`src/rtl/axi2apb_apb_master.sv`:
```
// APB master engine: splits one bridge request into 32-bit APB beats
// and returns a single response (APB2/3/4, decode check, PREADY timeout).
module axi2apb_apb_master #(
    parameter int NUM_PSLAVE = 8,
    parameter int WIDTH_PAD  = 32,
    parameter int WIDTH_DAT  = 64,
    parameter int APB_MODE   = 4,
    parameter int TIMEOUT    = 255
) (
    input  logic                   PCLK,
    input  logic                   PRESET,
    output logic [NUM_PSLAVE-1:0]  PSEL,
    output logic                   PENABLE,
    output logic                   PWRITE,
    output logic [WIDTH_PAD-1:0]   PADDR,
    output logic [31:0]            PWDATA,
    output logic [3:0]             PSTRB,
    output logic [2:0]             PPROT,
    input  logic [31:0]            PRDATA,
    input  logic [NUM_PSLAVE-1:0]  PREADY,
    input  logic [NUM_PSLAVE-1:0]  PSLVERR,
    input  logic                   REQ_VALID,
    output logic                   REQ_READY,
    input  logic [WIDTH_PAD-1:0]   REQ_ADDR,
    input  logic                   REQ_WR,
    input  logic [WIDTH_DAT-1:0]   REQ_DATA,
    input  logic [WIDTH_DAT/8-1:0] REQ_BE,
    input  logic [2:0]             REQ_PROT,
    input  logic [NUM_PSLAVE-1:0]  REQ_SEL,
    output logic                   RSP_VALID,
    input  logic                   RSP_READY,
    output logic [WIDTH_DAT-1:0]   RSP_DATA,
    output logic [1:0]             RSP_ERROR
);

    localparam int BEATS = WIDTH_DAT / 32;
    localparam int BEW   = WIDTH_DAT / 8;
    localparam int KW    = $clog2(BEATS + 1);
    localparam int TW    = (TIMEOUT > 0) ? $clog2(TIMEOUT + 1) : 1;

    typedef enum logic [1:0] {IDLE, SETUP, ACCESS, RESP} state_t;

    state_t                state, state_d;
    logic [KW-1:0]         beat, beat_d;
    logic [TW-1:0]         cnt, cnt_d;
    logic [1:0]            err, err_d;

    logic [WIDTH_PAD-1:0]  addr_q;
    logic                  wr_q;
    logic [WIDTH_DAT-1:0]  data_q;
    logic [BEW-1:0]        be_q;
    logic [2:0]            prot_q;
    logic [NUM_PSLAVE-1:0] sel_q;
    logic [WIDTH_DAT-1:0]  rsp_q;

    logic                  rdy, slverr;
    logic [KW-1:0]         first, nxt;
    logic [3:0]            strb;

    // Lowest beat index >= from that needs an APB cycle; BEATS if none.
    function automatic logic [KW-1:0] find_beat(
        input logic           wr,
        input logic [BEW-1:0] be,
        input logic [KW-1:0]  from
    );
        find_beat = KW'(BEATS);
        for (int i = BEATS - 1; i >= 0; i--) begin
            if (KW'(i) >= from && (!wr || be[4*i +: 4] != 4'b0))
                find_beat = KW'(i);
        end
    endfunction

    assign rdy    = (APB_MODE == 2) ? 1'b1 : |(PREADY & sel_q);
    assign slverr = (APB_MODE >= 3) && |(PSLVERR & sel_q);
    assign first  = find_beat(REQ_WR, REQ_BE, '0);
    assign nxt    = find_beat(wr_q, be_q, beat + KW'(1));

    always_comb begin
        state_d = state;
        beat_d  = beat;
        cnt_d   = cnt;
        err_d   = err;
        unique case (state)
            IDLE: begin
                if (REQ_VALID) begin
                    beat_d = '0;
                    err_d  = 2'b00;
                    if (!$onehot(REQ_SEL)) begin
                        state_d = RESP;
                        err_d   = 2'b11;
                    end else if (first == KW'(BEATS)) begin
                        state_d = RESP;
                    end else begin
                        state_d = SETUP;
                        beat_d  = first;
                    end
                end
            end
            SETUP: begin
                state_d = ACCESS;
                cnt_d   = '0;
            end
            ACCESS: begin
                if (rdy) begin
                    if (slverr) begin
                        state_d = RESP;
                        err_d   = 2'b10;
                    end else if (nxt == KW'(BEATS)) begin
                        state_d = RESP;
                    end else begin
                        state_d = SETUP;
                        beat_d  = nxt;
                    end
                end else if (TIMEOUT != 0 && cnt == TW'(TIMEOUT - 1)) begin
                    // counter holds completed wait cycles; this one is the last allowed
                    state_d = RESP;
                    err_d   = 2'b11;
                end else begin
                    cnt_d = cnt + TW'(1);
                end
            end
            RESP: begin
                if (RSP_READY)
                    state_d = IDLE;
            end
            default: state_d = IDLE;
        endcase
    end

    always_ff @(posedge PCLK) begin
        if (PRESET) begin
            state <= IDLE;
            beat  <= '0;
            cnt   <= '0;
            err   <= 2'b00;
        end else begin
            state <= state_d;
            beat  <= beat_d;
            cnt   <= cnt_d;
            err   <= err_d;
        end
    end

    always_ff @(posedge PCLK) begin
        if (PRESET) begin
            addr_q <= '0;
            wr_q   <= 1'b0;
            data_q <= '0;
            be_q   <= '0;
            prot_q <= 3'b0;
            sel_q  <= '0;
            rsp_q  <= '0;
        end else if (state == IDLE && REQ_VALID) begin
            addr_q <= REQ_ADDR;
            wr_q   <= REQ_WR;
            data_q <= REQ_DATA;
            be_q   <= REQ_BE;
            prot_q <= REQ_PROT;
            sel_q  <= REQ_SEL;
            rsp_q  <= '0;
        end else if (state == ACCESS && rdy && !wr_q) begin
            for (int i = 0; i < BEATS; i++) begin
                if (beat == KW'(i))
                    rsp_q[32*i +: 32] <= PRDATA;
            end
        end
    end

    always_comb begin
        PSEL    = '0;
        PENABLE = 1'b0;
        PWRITE  = 1'b0;
        PADDR   = '0;
        PWDATA  = 32'b0;
        PSTRB   = 4'b0;
        PPROT   = 3'b0;
        strb    = 4'b0;
        if (state == SETUP || state == ACCESS) begin
            PSEL    = sel_q;
            PENABLE = (state == ACCESS);
            PWRITE  = wr_q;
            PADDR   = {addr_q[WIDTH_PAD-1:2], 2'b00} + (WIDTH_PAD'(beat) << 2);
            for (int i = 0; i < BEATS; i++) begin
                if (beat == KW'(i)) begin
                    PWDATA = data_q[32*i +: 32];
                    strb   = be_q[4*i +: 4];
                end
            end
            if (APB_MODE == 4) begin
                PSTRB = wr_q ? strb : 4'b0;
                PPROT = prot_q;
            end
        end
    end

    assign REQ_READY = (state == IDLE) && !PRESET;
    assign RSP_VALID = (state == RESP);
    assign RSP_DATA  = rsp_q;
    assign RSP_ERROR = err;

endmodule

```
`config.mk`:
```
export PLATFORM = sky130hd
export DESIGN_NAME = axi2apb_apb_master
export DESIGN_NICKNAME = d
export VERILOG_FILES = /design/src/rtl/axi2apb_apb_master.sv
export SDC_FILE = /design/constraint.sdc
export NUM_CORES = 1
export LEC_CHECK = 0
export ABC_AREA = 1
export CELL_PAD_IN_SITES_DETAIL_PLACEMENT = 0
export CELL_PAD_IN_SITES_GLOBAL_PLACEMENT = 1
export CORE_AREA = 3 3 197 142
export CTS_BUF_LIST = sky130_fd_sc_hd__clkbuf_8
export DETAILED_ROUTE_END_ITERATION = 7
export DIE_AREA = 0 0 200 145
export PLACE_DENSITY = 0.92
export SYNTH_ARGS = -nofsm -noshare
export SYNTH_HDL_FRONTEND = slang
export SYNTH_SLANG_ARGS = --single-unit
export TNS_END_PERCENT = 20
```
`constraint.sdc`:
```
create_clock -name PCLK -period 5.5 [get_ports PCLK]
set_input_delay 1.1 -clock PCLK [delete_from_list [all_inputs] [get_ports PCLK]]
set_output_delay 1.1 -clock PCLK [all_outputs]
set_load 0.02 [all_outputs]
```
==> results.toml <==
[sta]
fmax_ghz = 0.2248
fin_crit_sh_pct = 80.87
setup_tns_ns = 0
worstMarginPinSlew_ns = 1.186
setup_violations = 0
whs_ns = 0.4672
rsz0062_at_grt = "no"
max_slew_margin_pct = 20.74
min_period_ns = 4.448
finalMaxSlewViolations = 0
fin_skew_ns = 0.02489
hold_violations = 0

[grt]
grt_pass1_wl_mm = 48.44
grt-ovfl-total = 0
grt_max_degree = 88
grt_pass1_vias = 8878
track_usage_pct = 20.78
antenna_found_initial = 3

[yosys]
yosys.area.top_type = "dfxtp_1"
yosys-top-cells-area = "dfxtp_1, nor2_1, o21ai_0"
synth_most_common_cell = "nor2_1"
ys_seq_area_share_pct = 42.16
synth.avg_cell_area_sq_um = 6.866
synth_edf_count = 0
synthArstFlopShare_pct = 0
synth_common_cells = "nor2_1, nand2_1, dfxtp_1, o21ai_0, a21oi_1"
ys_warn_count = 0
netlist_instances = 1328
ys_ff_latch = 192
netlist.area_leader.share_pct = 42.16
synth-main-ff-cell = "dfxtp_1"
netlist_area_sq_um = 9117
synth_cell_types = 32

[cells_and_area]
finalNetCount = 1768
drive_gt1_share_pct = 3.827
areaGrowthSynthToFinish_pct = 39.59
fillCellCount = 2637

[clock_network]
cts_hold_buf = 0
cts_max_level = 4
cts_setup_buffers = 0
cts-root-buf = "clkbuf_8"
ctsLongestPathBuffers = 2
cts_buffers = 17
ctsResizeCount = 0
clkTransAtPathRegs_ns = 0.11
cts_tree = "done"
cts_sinks = 192
insertion_delay_ns = 0.48

[drt]
drt_pass1_iterations = 5
drcViolationCount = 0
drt_iter0_drc = 657
detail_route.wl_per_cell_um = 15.86
vias = 9499
vias_per_cell = 4.849
wl_mm = 31.07
ant_nets = 0

[floorplanning]
die_height_um = 145
ioPinCount = 317
dieWidth_um = 200
dieArea_sq_um = 29000
core_area_sq_um = 26340
fp-row-count = 50
start_util_pct = 34.62

[critical_path]
cp_data_arrival_time_ns = 3.35
crit_end = "PADDR[24]"
end_kind = "output pin"
cp-startpoint = "beat[0]$_SDFFE_PP0P_"
ff2ff_setup_slack_ns = 2.36
required_ns = 4.40
worstPathMaxFanout = 5
start_kind = "flip-flop"
rr_worst_depth = 6
r2r-end = "RSP_DATA[23]$_SDFFE_PP0P_"
critPathKind = "flip-flop to output pin"
r2r-start = "beat[1]$_SDFFE_PP0P_"

[pwr]
power.density_nw_per_um2 = 412.0
power.share.clock_pct = 17.5
vdd_drop_max_mv = 0.1746
p_leak_nw = 4.738
p_switching_mw = 2.292
internal_power_mw = 2.952
p_comb_share_pct = 47.2
switching_share_pct = 43.71
pwr-share-seq_pct = 35.4

[placed_design]
gp_congestion = 0.8781
hpwl_mm = 21.99
port-buffer-count = 312

[status]
status = "completed"

[worst_hold_path]
hold_path.class = "flip-flop to flip-flop"

[flow_run]
maxCapViolations = 0
cell type report:
type | count | area [sq um] | share of cell area, %
clock buffers | 17 | 234.0 | 1.838
diodes | 1 | 2.502 | 0.01966
repair buffers | 321 | 3191 | 25.07
clock inverters | 15 | 135.1 | 1.062
flip-flops and latches | 192 | 3844 | 30.20
multi-input cells | 957 | 4519 | 35.51
inverters | 92 | 346.6 | 2.723
well taps | 364 | 455.4 | 3.578
worst min path at each step:
| stage | startpoint | end | depth (start not counted) |
|---|---|---|---|
| 2_1_floorplan | addr_q[31]$_SDFFE_PP0P_ | addr_q[31]$_SDFFE_PP0P_ | 2 |
| 3_3_place_gp | RSP_DATA[18]$_SDFFE_PP0P_ | RSP_DATA[18]$_SDFFE_PP0P_ | 2 |
| 3_5_place_dp | RSP_DATA[22]$_SDFFE_PP0P_ | RSP_DATA[22]$_SDFFE_PP0P_ | 2 |
| 4_1_cts | RSP_DATA[22]$_SDFFE_PP0P_ | RSP_DATA[22]$_SDFFE_PP0P_ | 2 |
| 5_1_grt | RSP_DATA[13]$_SDFFE_PP0P_ | RSP_DATA[13]$_SDFFE_PP0P_ | 2 |
| 6_report | RSP_DATA[51]$_SDFFE_PP0P_ | RSP_DATA[51]$_SDFFE_PP0P_ | 2 |
critical path, cell delays in order (launching register included):
cell,delay [ns]
dfxtp_1,0.43
ha_1,0.19
inv_1,0.06
fa_1,0.41
inv_1,0.09
nand3_2,0.12
nor2_2,0.15
nand2_1,0.09
nor2_2,0.20
nand2_1,0.16
nor2_4,0.14
a21oi_1,0.07
nor2_1,0.11
clkdlybuf4s50_1,0.64
through the flow:
stage / util [%] / cell area, sq um / std cells / setup slack [ns] / total power, mW
2_1_floorplan: - / 9121 / 1329 / 1.643 / 3.414
3_3_place_gp: 46.91 / 12360 / 1926 / 0.9671 / 4.325
6_report: 48.32 / 12730 / 1959 / 1.052 / 5.244
3_5_place_dp: 46.91 / 12360 / 1926 / 0.9544 / 4.355
5_1_grt: 48.32 / 12730 / 1959 / 0.7894 / 5.629
4_1_cts: 48.31 / 12720 / 1958 / 0.9919 / 5.287
logic make-up (layout without fill, tap and decap cells):
family / Yosys count / count (layout) / synth area share, %
AND/OR/NAND/NOR: 607 / 607 / 27.60
AO/OA/AOI/OAI: 318 / 318 / 17.62
flip-flops: 192 / 192 / 42.16
buffers and inverters: 180 / 445 / 8.508
adder cells (fa/ha/maj): 19 / 19 / 3.019
XOR/XNOR: 11 / 11 / 1.057
other: 1 / 3 / 0.04113
state kept, by name, indices dropped and copies added, names as in the netlist:
| signal | flops |
|---|---|
| RSP_DATA | 64 |
| data_q | 64 |
| addr_q | 30 |
| be_q | 8 |
| cnt | 8 |
| sel_q | 8 |
| prot_q | 3 |
| RSP_ERROR | 2 |
| beat | 2 |
| state | 2 |
| wr_q | 1 |
layout by cell type (no fill, tap or decap), types with 2 or more instances in the layout:
cell type        netlist  routed
clkinv_2               0       4
inv_1                 92      91
a211oi_1               3       3
nor3_1                11      11
nor2_4                 2       2
ha_1                  14      11
nand3_1               90      90
o21ai_0              159     159
inv_6                  0       4
or2_2                  2       2
xnor2_1                3       3
fa_1                   5       5
clkinvlp_4             0       3
xor2_1                 8       8
nor3b_1                3       3
nand2_2                2       3
a21oi_1              153     153
clkbuf_8               0      17
nor2_2                 5       5
ha_2                   0       3
clkinv_4               0       2
dfxtp_1              192     192
clkdlybuf4s50_1        0     312
nand4_1               13      13
nand2_1              207     205
nor2_1               265     265
conb_1                 1       2
nand3b_1               4       4
buf_4                  8       9
power groups by stage:
stage          registers (mW)  logic [mW]  clock network (mW)
3_5_place_dp             1.88        2.47                   0
3_3_place_gp             1.87        2.45                   0
6_report                 1.85        2.47               0.917
4_1_cts                  1.85        2.48               0.953
5_1_grt                  1.89        2.74               0.998
2_1_floorplan            1.88        1.53                   0
per-layer routing:
layer  track usage (%)  vias to the layer above  wire [um]
met5                 0                        -         22
met4             5.474                        4        396
met3             4.759                       32       2337
met2             31.76                      302      13810
met1             29.50                     4347      14500
li1                  -                     4814          -
Note: power is estimated with default switching activity, not from simulation.
